**src/rtl/cu_pkg.sv**
```systemverilog
`default_nettype none
// +--------------------------------------------------------------------+
// | cu_pkg : opcodes, control encodings and the stage control bundle   |
// | Rev 1.0                                                             |
// +--------------------------------------------------------------------+
package cu_pkg;

  localparam logic [6:0] c_OP_R      = 7'b0110011;
  localparam logic [6:0] c_OP_IALU   = 7'b0010011;
  localparam logic [6:0] c_OP_LOAD   = 7'b0000011;
  localparam logic [6:0] c_OP_STORE  = 7'b0100011;
  localparam logic [6:0] c_OP_BRANCH = 7'b1100011;
  localparam logic [6:0] c_OP_JAL    = 7'b1101111;
  localparam logic [6:0] c_OP_JALR   = 7'b1100111;
  localparam logic [6:0] c_OP_LUI    = 7'b0110111;
  localparam logic [6:0] c_OP_AUIPC  = 7'b0010111;

  localparam logic [3:0] c_ALU_ADD   = 4'b0000;
  localparam logic [3:0] c_ALU_SUB   = 4'b0001;
  localparam logic [3:0] c_ALU_AND   = 4'b0010;
  localparam logic [3:0] c_ALU_OR    = 4'b0011;
  localparam logic [3:0] c_ALU_XOR   = 4'b0100;
  localparam logic [3:0] c_ALU_SLT   = 4'b0101;
  localparam logic [3:0] c_ALU_SLTU  = 4'b0110;
  localparam logic [3:0] c_ALU_SLL   = 4'b0111;
  localparam logic [3:0] c_ALU_SRL   = 4'b1000;
  localparam logic [3:0] c_ALU_SRA   = 4'b1001;
  localparam logic [3:0] c_ALU_PASSB = 4'b1010;

  localparam logic [2:0] c_IMM_I = 3'b000;
  localparam logic [2:0] c_IMM_S = 3'b001;
  localparam logic [2:0] c_IMM_B = 3'b010;
  localparam logic [2:0] c_IMM_J = 3'b011;
  localparam logic [2:0] c_IMM_U = 3'b100;

  localparam logic [1:0] c_RES_ALU = 2'b00;
  localparam logic [1:0] c_RES_MEM = 2'b01;
  localparam logic [1:0] c_RES_PC4 = 2'b10;

  typedef struct packed {
    logic       regwr;
    logic [1:0] resultsrc;
    logic       memwr;
    logic       jump;
    logic       jalr;
    logic       branch;
    logic [3:0] aluctrl;
    logic       alusrc;
    logic       alusrcA;
    logic [2:0] funct3;   // kept only for branches, resolved in Execute
    logic       trap;
  } ctrlBundle_t;

endpackage
`default_nettype wire

```
**src/rtl/cu_decode.sv**
```systemverilog
`default_nettype none
// +--------------------------------------------------------------------+
// | cu_decode : combinational main decoder and ALU decoder             |
// | Rev 1.0                                                             |
// +--------------------------------------------------------------------+
module cu_decode
  import cu_pkg::*;
(
  input  logic [6:0]  i_opD,
  input  logic [2:0]  i_funct3D,
  input  logic        i_funct7_5D,
  output ctrlBundle_t o_ctrl,
  output logic [2:0]  o_immsrc,
  output logic        o_illegal
);

  logic [1:0] w_aluOp;

  always_comb begin
    o_ctrl    = '0;
    o_immsrc  = c_IMM_I;
    o_illegal = 1'b0;
    w_aluOp   = 2'b00;
    case (i_opD)
      c_OP_R: begin
        o_ctrl.regwr = 1'b1;
        w_aluOp      = 2'b10;
      end
      c_OP_IALU: begin
        o_ctrl.regwr  = 1'b1;
        o_ctrl.alusrc = 1'b1;
        w_aluOp       = 2'b10;
      end
      c_OP_LOAD: begin
        o_ctrl.regwr     = 1'b1;
        o_ctrl.alusrc    = 1'b1;
        o_ctrl.resultsrc = c_RES_MEM;
        o_illegal        = (i_funct3D == 3'b011) || (i_funct3D[2:1] == 2'b11);
      end
      c_OP_STORE: begin
        o_ctrl.memwr  = 1'b1;
        o_ctrl.alusrc = 1'b1;
        o_immsrc      = c_IMM_S;
        o_illegal     = i_funct3D[2] || (i_funct3D[1:0] == 2'b11);
      end
      c_OP_BRANCH: begin
        o_ctrl.branch = 1'b1;
        o_ctrl.funct3 = i_funct3D;
        o_immsrc      = c_IMM_B;
        w_aluOp       = 2'b01;
        o_illegal     = (i_funct3D[2:1] == 2'b01);
      end
      c_OP_JAL: begin
        o_ctrl.regwr     = 1'b1;
        o_ctrl.jump      = 1'b1;
        o_ctrl.resultsrc = c_RES_PC4;
        o_immsrc         = c_IMM_J;
      end
      c_OP_JALR: begin
        o_ctrl.regwr     = 1'b1;
        o_ctrl.jump      = 1'b1;
        o_ctrl.jalr      = 1'b1;
        o_ctrl.alusrc    = 1'b1;
        o_ctrl.resultsrc = c_RES_PC4;
        o_illegal        = (i_funct3D != 3'b000);
      end
      c_OP_LUI: begin
        o_ctrl.regwr  = 1'b1;
        o_ctrl.alusrc = 1'b1;
        o_immsrc      = c_IMM_U;
        w_aluOp       = 2'b11;
      end
      c_OP_AUIPC: begin
        o_ctrl.regwr   = 1'b1;
        o_ctrl.alusrc  = 1'b1;
        o_ctrl.alusrcA = 1'b1;
        o_immsrc       = c_IMM_U;
      end
      default: o_illegal = 1'b1;
    endcase

    case (w_aluOp)
      2'b00: o_ctrl.aluctrl = c_ALU_ADD;
      2'b01: o_ctrl.aluctrl = c_ALU_SUB;
      2'b11: o_ctrl.aluctrl = c_ALU_PASSB;
      default: begin
        case (i_funct3D)
          // bit 30 is an immediate bit for addi, so only R-type may subtract
          3'b000:  o_ctrl.aluctrl = (i_opD[5] && i_funct7_5D) ? c_ALU_SUB : c_ALU_ADD;
          3'b001:  o_ctrl.aluctrl = c_ALU_SLL;
          3'b010:  o_ctrl.aluctrl = c_ALU_SLT;
          3'b011:  o_ctrl.aluctrl = c_ALU_SLTU;
          3'b100:  o_ctrl.aluctrl = c_ALU_XOR;
          3'b101:  o_ctrl.aluctrl = i_funct7_5D ? c_ALU_SRA : c_ALU_SRL;
          3'b110:  o_ctrl.aluctrl = c_ALU_OR;
          default: o_ctrl.aluctrl = c_ALU_AND;
        endcase
      end
    endcase
  end

endmodule
`default_nettype wire

```
**src/rtl/cu_pipe.sv**
```systemverilog
`default_nettype none
// +--------------------------------------------------------------------+
// | cu_pipe : pipelined RV32I control unit (Decode -> E/M/W registers) |
// | Option macro: CU_ILLEGAL_TRAP_EN (illegal-instruction trap path)   |
// | Rev 1.0                                                             |
// +--------------------------------------------------------------------+
module cu_pipe
  import cu_pkg::*;
#(
  parameter int ALUCTRL_W = 4,
  parameter int IMMSRC_W  = 3
) (
  input  logic                 clk,
  input  logic                 rst_n,
  input  logic [6:0]           opD,
  input  logic [2:0]           funct3D,
  input  logic                 funct7_5D,
  input  logic                 flushE,
  input  logic                 zeroE,
  input  logic                 ltE,
  input  logic                 ltuE,
  output logic [IMMSRC_W-1:0]  immsrcD,
  output logic                 illegalD,
  output logic                 ALUsrcAE,
  output logic                 ALUsrcE,
  output logic [ALUCTRL_W-1:0] ALUctrlE,
  output logic                 jumpE,
  output logic                 jalrE,
  output logic                 branchE,
  output logic                 pcsrcE,
  output logic                 memwrM,
  output logic                 regwrM,
  output logic                 regwrW,
  output logic [1:0]           resultsrcM,
  output logic [1:0]           resultsrcW,
  output logic                 trapW
);

  ctrlBundle_t w_ctrlD;
  ctrlBundle_t w_ctrlENext;
  ctrlBundle_t r_ctrlE;
  ctrlBundle_t r_ctrlM;
  ctrlBundle_t r_ctrlW;
  logic [2:0]  w_immsrcD;
  logic        w_illegalD;
  logic        w_condE;
  logic        w_pcsrcE;
  logic        w_unusedStageBits;

  cu_decode u_decode (
    .i_opD       (opD),
    .i_funct3D   (funct3D),
    .i_funct7_5D (funct7_5D),
    .o_ctrl      (w_ctrlD),
    .o_immsrc    (w_immsrcD),
    .o_illegal   (w_illegalD)
  );

  always_comb begin
    case (r_ctrlE.funct3)
      3'b000:  w_condE = zeroE;
      3'b001:  w_condE = !zeroE;
      3'b100:  w_condE = ltE;
      3'b101:  w_condE = !ltE;
      3'b110:  w_condE = ltuE;
      3'b111:  w_condE = !ltuE;
      default: w_condE = 1'b0;
    endcase
  end

  assign w_pcsrcE = r_ctrlE.jump | (r_ctrlE.branch & w_condE);

`ifdef CU_ILLEGAL_TRAP_EN
  logic r_trapW;

  // an illegal instruction becomes a bubble that carries only its trap bit
  always_comb begin
    w_ctrlENext = w_ctrlD;
    if (w_illegalD) begin
      w_ctrlENext      = '0;
      w_ctrlENext.trap = 1'b1;
    end
  end

  always_ff @(posedge clk or negedge rst_n) begin
    if (!rst_n) begin
      r_trapW <= 1'b0;
    end else begin
      r_trapW <= r_trapW | r_ctrlM.trap;
    end
  end

  assign trapW = r_trapW;
`else
  assign w_ctrlENext = w_ctrlD;
  assign trapW       = 1'b0;
`endif

  always_ff @(posedge clk or negedge rst_n) begin
    if (!rst_n) begin
      r_ctrlE <= '0;
      r_ctrlM <= '0;
      r_ctrlW <= '0;
    end else begin
      r_ctrlE <= (flushE || w_pcsrcE) ? '0 : w_ctrlENext;
      r_ctrlM <= r_ctrlE;
      r_ctrlW <= r_ctrlM;
    end
  end

  // later stages only consume a subset of the shared bundle
  assign w_unusedStageBits = ^{r_ctrlM, r_ctrlW};

  assign immsrcD    = IMMSRC_W'(w_immsrcD);
  assign illegalD   = w_illegalD;
  assign ALUsrcAE   = r_ctrlE.alusrcA;
  assign ALUsrcE    = r_ctrlE.alusrc;
  assign ALUctrlE   = ALUCTRL_W'(r_ctrlE.aluctrl);
  assign jumpE      = r_ctrlE.jump;
  assign jalrE      = r_ctrlE.jalr;
  assign branchE    = r_ctrlE.branch;
  assign pcsrcE     = w_pcsrcE;
  assign memwrM     = r_ctrlM.memwr;
  assign regwrM     = r_ctrlM.regwr;
  assign resultsrcM = r_ctrlM.resultsrc;
  assign regwrW     = r_ctrlW.regwr;
  assign resultsrcW = r_ctrlW.resultsrc;

endmodule
`default_nettype wire

```
**config.mk**
```make
export PLATFORM = sky130hd
export DESIGN_NAME = cu_pipe
export DESIGN_NICKNAME = d
export VERILOG_FILES = /design/src/rtl/cu_pkg.sv /design/src/rtl/cu_decode.sv /design/src/rtl/cu_pipe.sv
export SDC_FILE = /design/constraint.sdc
export NUM_CORES = 1
export LEC_CHECK = 0
export CORE_MARGIN = 10
export CORE_UTILIZATION = 35
export DETAILED_ROUTE_END_ITERATION = 12
export PLACE_DENSITY = 0.7
export SLEW_MARGIN = 30
export SYNTH_ARGS = -nofsm -noshare
export SYNTH_HDL_FRONTEND = slang
export SYNTH_HIERARCHICAL = 1
export SYNTH_SLANG_ARGS = --single-unit
```
**constraint.sdc**
```tcl
create_clock -name clk -period 3.4 [get_ports clk]
set_input_delay 0.68 -clock clk [delete_from_list [all_inputs] [get_ports clk]]
set_output_delay 0.68 -clock clk [all_outputs]
set_load 0.05 [all_outputs]
```
==> impl_metrics.csv, run 1 <==
group,metric,value,unit
run_status,status,"finished clean",
clock_tree,cts_max_path_buffers,2,
synth,avgSynthCellArea,9.546,um^2
timing,setup_slack,293.2,ps
setup_path,critical_path_class,"input port to primary output",
grt,first_global_vias,1032,
synth,synthCells,135,
detailed_routing,drt_wl_total,2859,um
layout,finalNetCount,189,
timing,setup_violations,0,
clock_tree,post-cts-setup-buffers,0,
layout,syn2layout_area_growth,37.86,%
detailed_routing,vias,1059,
clock_tree,cts_tree,"yes",
timing,rsz0062_at_grt,"false",
layout,drive_gt1_share,20.47,%
timing,maxSlewViolCount,0,
setup_path,critical-path-slowest-cell,"clkdlybuf4s50_1",
clock_tree,worst_skew_pair.late_latency,250,ps
layout,fin_util,51.62,%
hold_path,hold_path.class,"flip-flop to flip-flop",
power_and_ir_drop,powerDensity,290.3,mW/mm^2
timing,worstMarginPinSlew,865.7,ps
power_and_ir_drop,p_int,392.1,uW
floorplanning,start_util,37.44,%
detailed_routing,drt-vias-per-instance,4.880,
grt,grt_use_total,8.699,%
detailed_routing,dr.pass1.iters,4,
detailed_routing,wl_per_cell,13.18,um
clock_tree,ctsResizeCount,0,
detailed_routing,route.detailed.drc,0,
layout,finalNonFillerCells,217,
power_and_ir_drop,clkPwrFrac,30.8,%
synth,synth_area,0.001289,mm^2
timing,max_freq,0.3219,GHz
clock_tree,cts_num_sinks,23,
timing,fin_skew,1.506,ps
floorplanning,die_x,80.68,um
place,hpwlAfterDp,2361,um
setup_path,start_kind,"input port",
floorplanning,die_area,0.006509,mm^2
setup_path,path_cells,"clkdlybuf4s50_1, nand3b_1, o21a_1, a211oi_1, o211ai_1, buf_12",
setup_path,slowest_delay,560,ps
layout,antenna_cells,0,
timing,final.setup.tns,0,ps
floorplanning,core_area,0.003442,mm^2
place,gp_routability_congestion,0.8767,
setup_path,crit_path_end_kind,"primary output",
floorplanning,fp-row-count,21,
place,portBuffers,37,
timing,post-route-min-period,3107,ps
clock_tree,postCtsHoldBufs,0,
synth,synth.net_count,152,
layout,fin_area,0.001777,mm^2
grt,grt_overflow,0,
grt,antenna_found_initial,0,
setup_path,r2r_slack,1920,ps
clock_tree,htreeDepth,1,
floorplanning,die_h,80.68,um
power_and_ir_drop,combPwrFrac,15.8,%
power_and_ir_drop,switching_power,123.7,uW
timing,period_share,91.38,%
timing,max_slew_margin,42.07,%
place,dpl-instance-area,0.001735,mm^2
setup_path,cp_data_required_time,2720,ps
setup_path,path_max_fanout,11,
clock_tree,cts-buffers-inserted,3,
power_and_ir_drop,pwr-share-seq,53.4,%
clock_tree,clk_pin_slew,70,ps
timing,hold_viol,0,
grt,grt_pass1_wl,4705,um
synth,yosysWarnings,6,
setup_path,cp.arrival,2430,ps
detailed_routing,ant_nets,0,
flow_run,maxCapViolations,0,
grt,grt_max_degree,24,
floorplanning,io_pins,39,
place,post-place-ws,325.7,ps
detailed_routing,drtIter0Drc,46,
power_and_ir_drop,switching_share,23.99,%
power_and_ir_drop,p_leak,0.7795,nW
clock_tree,clockRootBuffer,"clkbuf_8",
place,placedCellCount,213,
power_and_ir_drop,peakVddDrop,0.0001279,V
-- metal layers --
metal	up-vias	global-route usage [%]	routed length, um
li1	536	-	-
met1	480	9.800	1204
met2	39	14.09	1315
met3	4	4.343	316
met4	0	2.595	23
met5	-	0	0
-- layout by cell type, fill, tap and decap left out, types with 2 or more instances in the layout --
cell             instances
a211oi_1                 3
a21oi_1                  3
and2_1                   3
buf_12                   5
buf_4                    9
clkbuf_8                 3
clkdlybuf4s50_1         31
dfrtp_1                 23
inv_1                    2
nand2_1                 23
nand3_1                  2
nand3b_1                 2
nor2_1                   9
nor2b_1                  2
nor3_1                  10
nor3_2                  10
nor4_1                   2
o21ai_0                  6
or3_1                    2
xnor2_1                  2
-- per-stage QoR --
step           power, mW  hold slack [ps]
6_report          0.5158            351.4
5_1_grt           0.5367            365.2
4_1_cts           0.5186            351.9
3_5_place_dp      0.3628            334.7
3_3_place_gp      0.3613            332.3
2_1_floorplan     0.3239            331.2
-- state kept, by name (all words and copies together) (netlist names) --
register,flops
resultsrcW,2
memwrM,1
jalrE,1
ALUsrcAE,1
jumpE,1
resultsrcM,2
regwrM,1
ALUsrcE,1
branchE,1
regwrW,1
r_ctrlE,7
ALUctrlE,4
-- cell type report --
| type | instances | area (um^2) |
|---|---|---|
| Fill cell | 319 | 1665 |
| Multi-Input combinational cell | 96 | 606.8 |
| Inverter | 2 | 7.507 |
| Clock inverter | 1 | 5.005 |
| Sequential cell | 23 | 575.6 |
| Tap cell | 46 | 57.56 |
| Timing Repair Buffer | 46 | 483.0 |
| Clock buffer | 3 | 41.29 |
-- worst max-delay path: cells and delay by family --
family | cells | cell delay [ps]
simple gates | 1 | 350
compound gates | 3 | 640
buf+inv | 2 | 750
-- worst paths after layout --
| kind | startpoint | end | cells after the start |
|---|---|---|---|
| max | opD[4] | illegalD | 6 |
| min | r_ctrlE[14] | resultsrcM[0] | 0 |
| max reg2reg | jumpE | jalrE | 3 |
| min reg2reg | r_ctrlE[14] | resultsrcM[0] | 0 |
| max in group asynchronous | rst_n | regwrW | 1 |
| min in group asynchronous | rst_n | resultsrcW[0] | 1 |
-- power groups by stage --
stage / combinational (mW) / clock (mW) / sequential (mW)
final: 0.0813 / 0.159 / 0.276
after global routing: 0.0879 / 0.173 / 0.276
after CTS: 0.0821 / 0.161 / 0.276
after detailed placement: 0.0818 / 0 / 0.281
after global placement: 0.0804 / 0 / 0.281
after floorplan: 0.0394 / 0 / 0.285
Note: power is estimated with default switching activity, not from simulation.
==> run 2: changes to the inputs <==
PLACE_DENSITY = 0.73   (was 0.7)
REMOVE_ABC_BUFFERS = 1   (was not set)
SLEW_MARGIN = not set   (was 30)
clock period = 2.8 ns   (was 3.4 ns; I/O delays follow)
==> impl_metrics.csv, run 2 (synthesis results as in run 1) <==
group,metric,value,unit
grt,first_global_vias,1070,
layout,final_cell_mix,"28 x clkdlybuf4s50_1, 23 x dfrtp_1, 22 x nand2_1",
timing,max_freq,0.3644,GHz
floorplanning,die_area,0.006509,mm^2
flow_run,maxCapViolations,0,
place,hpwlAfterDp,2357,um
grt,grt_pass1_wl,4788,um
layout,antenna_cells,0,
power_and_ir_drop,powerDensity,340.4,mW/mm^2
hold_path,whs_path_depth,0,
setup_path,crit_top_cell,"buf_4",
detailed_routing,drt-vias-per-instance,4.835,
floorplanning,core_area,0.003442,mm^2
layout,finalNonFillerCells,224,
setup_path,start_kind,"input port",
layout,drive_gt1_share,25.28,%
run_status,status,"finished clean",
place,gp_routability_congestion,0.7979,
timing,maxSlewViolCount,0,
power_and_ir_drop,switching_share,24.31,%
layout,largest_reg_flops,7,
detailed_routing,route.detailed.drc,0,
power_and_ir_drop,clkPwrFrac,30.8,%
detailed_routing,dr.pass1.iters,4,
grt,antenna_found_initial,0,
timing,setup_violations,0,
detailed_routing,drtIter0Drc,68,
layout,fin_util,54.31,%
detailed_routing,wl_per_cell,13.13,um
place,dpl-instance-area,0.001788,mm^2
setup_path,critical-path-slowest-cell,"clkdlybuf4s50_1",
timing,worstMarginPinSlew,510.8,ps
timing,post-route-min-period,2744,ps
layout,syn2layout_area_growth,45.05,%
grt,grt_max_degree,24,
clock_tree,htreeDepth,1,
setup_path,crit_path_end_kind,"primary output",
floorplanning,die_x,80.68,um
floorplanning,io_pins,39,
place,placedCellCount,220,
power_and_ir_drop,p_int,481.7,uW
timing,fin_skew,3.445,ps
power_and_ir_drop,combPwrFrac,16.6,%
timing,hold_viol,0,
grt,grt_use_total,8.864,%
clock_tree,clk_pin_slew,80,ps
layout,fin_area,0.001869,mm^2
detailed_routing,ant_nets,0,
power_and_ir_drop,p_leak,0.8517,nW
layout,finalNetCount,196,
power_and_ir_drop,peakVddDrop,0.0002118,V
clock_tree,postCtsHoldBufs,0,
setup_path,critical_path_class,"input port to primary output",
timing,max_slew_margin,65.84,%
setup_path,cp.arrival,2180,ps
power_and_ir_drop,switching_power,154.7,uW
layout,layout_commonest_cell,"clkdlybuf4s50_1",
grt,grt_overflow,0,
hold_path,hold_path.class,"flip-flop to flip-flop",
floorplanning,die_h,80.68,um
clock_tree,cts_max_path_buffers,2,
clock_tree,clockRootBuffer,"clkbuf_8",
setup_path,worstSetupPathDepth,7,
clock_tree,cts-buffers-inserted,3,
setup_path,critical_path.top_delay_family,"buffers and inverters",
detailed_routing,vias,1083,
power_and_ir_drop,pwr-share-seq,52.6,%
clock_tree,worst_skew_pair.late_latency,250,ps
setup_path,rr_worst_depth,4,
detailed_routing,drt_wl_total,2940,um
timing,final.setup.tns,0,ps
clock_tree,cts_tree,"yes",
timing,hold_slack,359.0,ps
floorplanning,fp-row-count,21,
floorplanning,start_util,37.44,%
clock_tree,cts_num_sinks,23,
setup_path,path_cells,"clkdlybuf4s50_1, buf_4, nand4b_1, buf_4, a211oi_1, o211ai_1, clkbuf_16",
place,portBuffers,37,
setup_path,path_max_fanout,9,
timing,period_share,98.02,%
setup_path,cp_data_required_time,2240,ps
setup_path,slowest_delay,480,ps
setup_path,crit_buf_inv,4,
layout,registers.top_by_ff_count,"r_ctrlE",
## run 2: cell types whose count changed in the layout (fill, tap and decap cells not counted), sizes merged
| cell | change |
|---|---|
| buf | +5 |
| dlymetal6s2s | +4 |
| clkdlybuf4s50 | -3 |
| clkbuf | +1 |
| clkinv | -1 |
| clkinvlp | +1 |
## run 2: final timing paths
| kind | startpoint | end | slack [ps] |
|---|---|---|---|
| worst max-delay path | opD[6] | illegalD | 60 |
| worst min-delay path | r_ctrlE[15] | resultsrcM[1] | 360 |
| worst max register to register | r_ctrlE[2] | r_ctrlE[2] | 1330 |
| worst min register to register | r_ctrlE[15] | resultsrcM[1] | 360 |
| max in group asynchronous | rst_n | branchE | 1940 |
| min in group asynchronous | rst_n | memwrM | 650 |
## run 2: final cells by class
type                    count  area (um^2)
clock buffers               3        41.29
clock inverters             1        7.507
fillers                   314         1573
inverters                   2        7.507
multi-input cells          96        624.3
flip-flops and latches     23        575.6
well taps                  46        57.56
repair buffers             53        555.5
## run 2: power groups by stage
stage,Combinational [mW],Clock (mW),Sequential (mW)
final,0.106,0.196,0.334
after global routing,0.116,0.217,0.335
after CTS,0.105,0.200,0.335
after detailed placement,0.105,0,0.341
after global placement,0.103,0,0.341
after floorplan,0.0342,0,0.347
## run 2: what timing repair did
item,4_1_cts,5_1_grt
resized for setup,0,10
setup buffers,0,0
setup endpoints to repair,0,2
## run 2: layer usage
layer	vias up	track usage (%)	share of wire, %
met5	-	0	0
met4	0	3.114	1.9
met2	33	16.56	51
met1	501	9.432	39
met3	4	2.004	7.7
li1	545	-	-
## run 2: metrics by stage
stage	power, mW	worst slack, ps
after floorplan	0.3809	-202.0
after global placement	0.4440	40.51
after detailed placement	0.4458	6.933
after CTS	0.6399	4.517
after global routing	0.6676	-2.313
final	0.6363	55.56
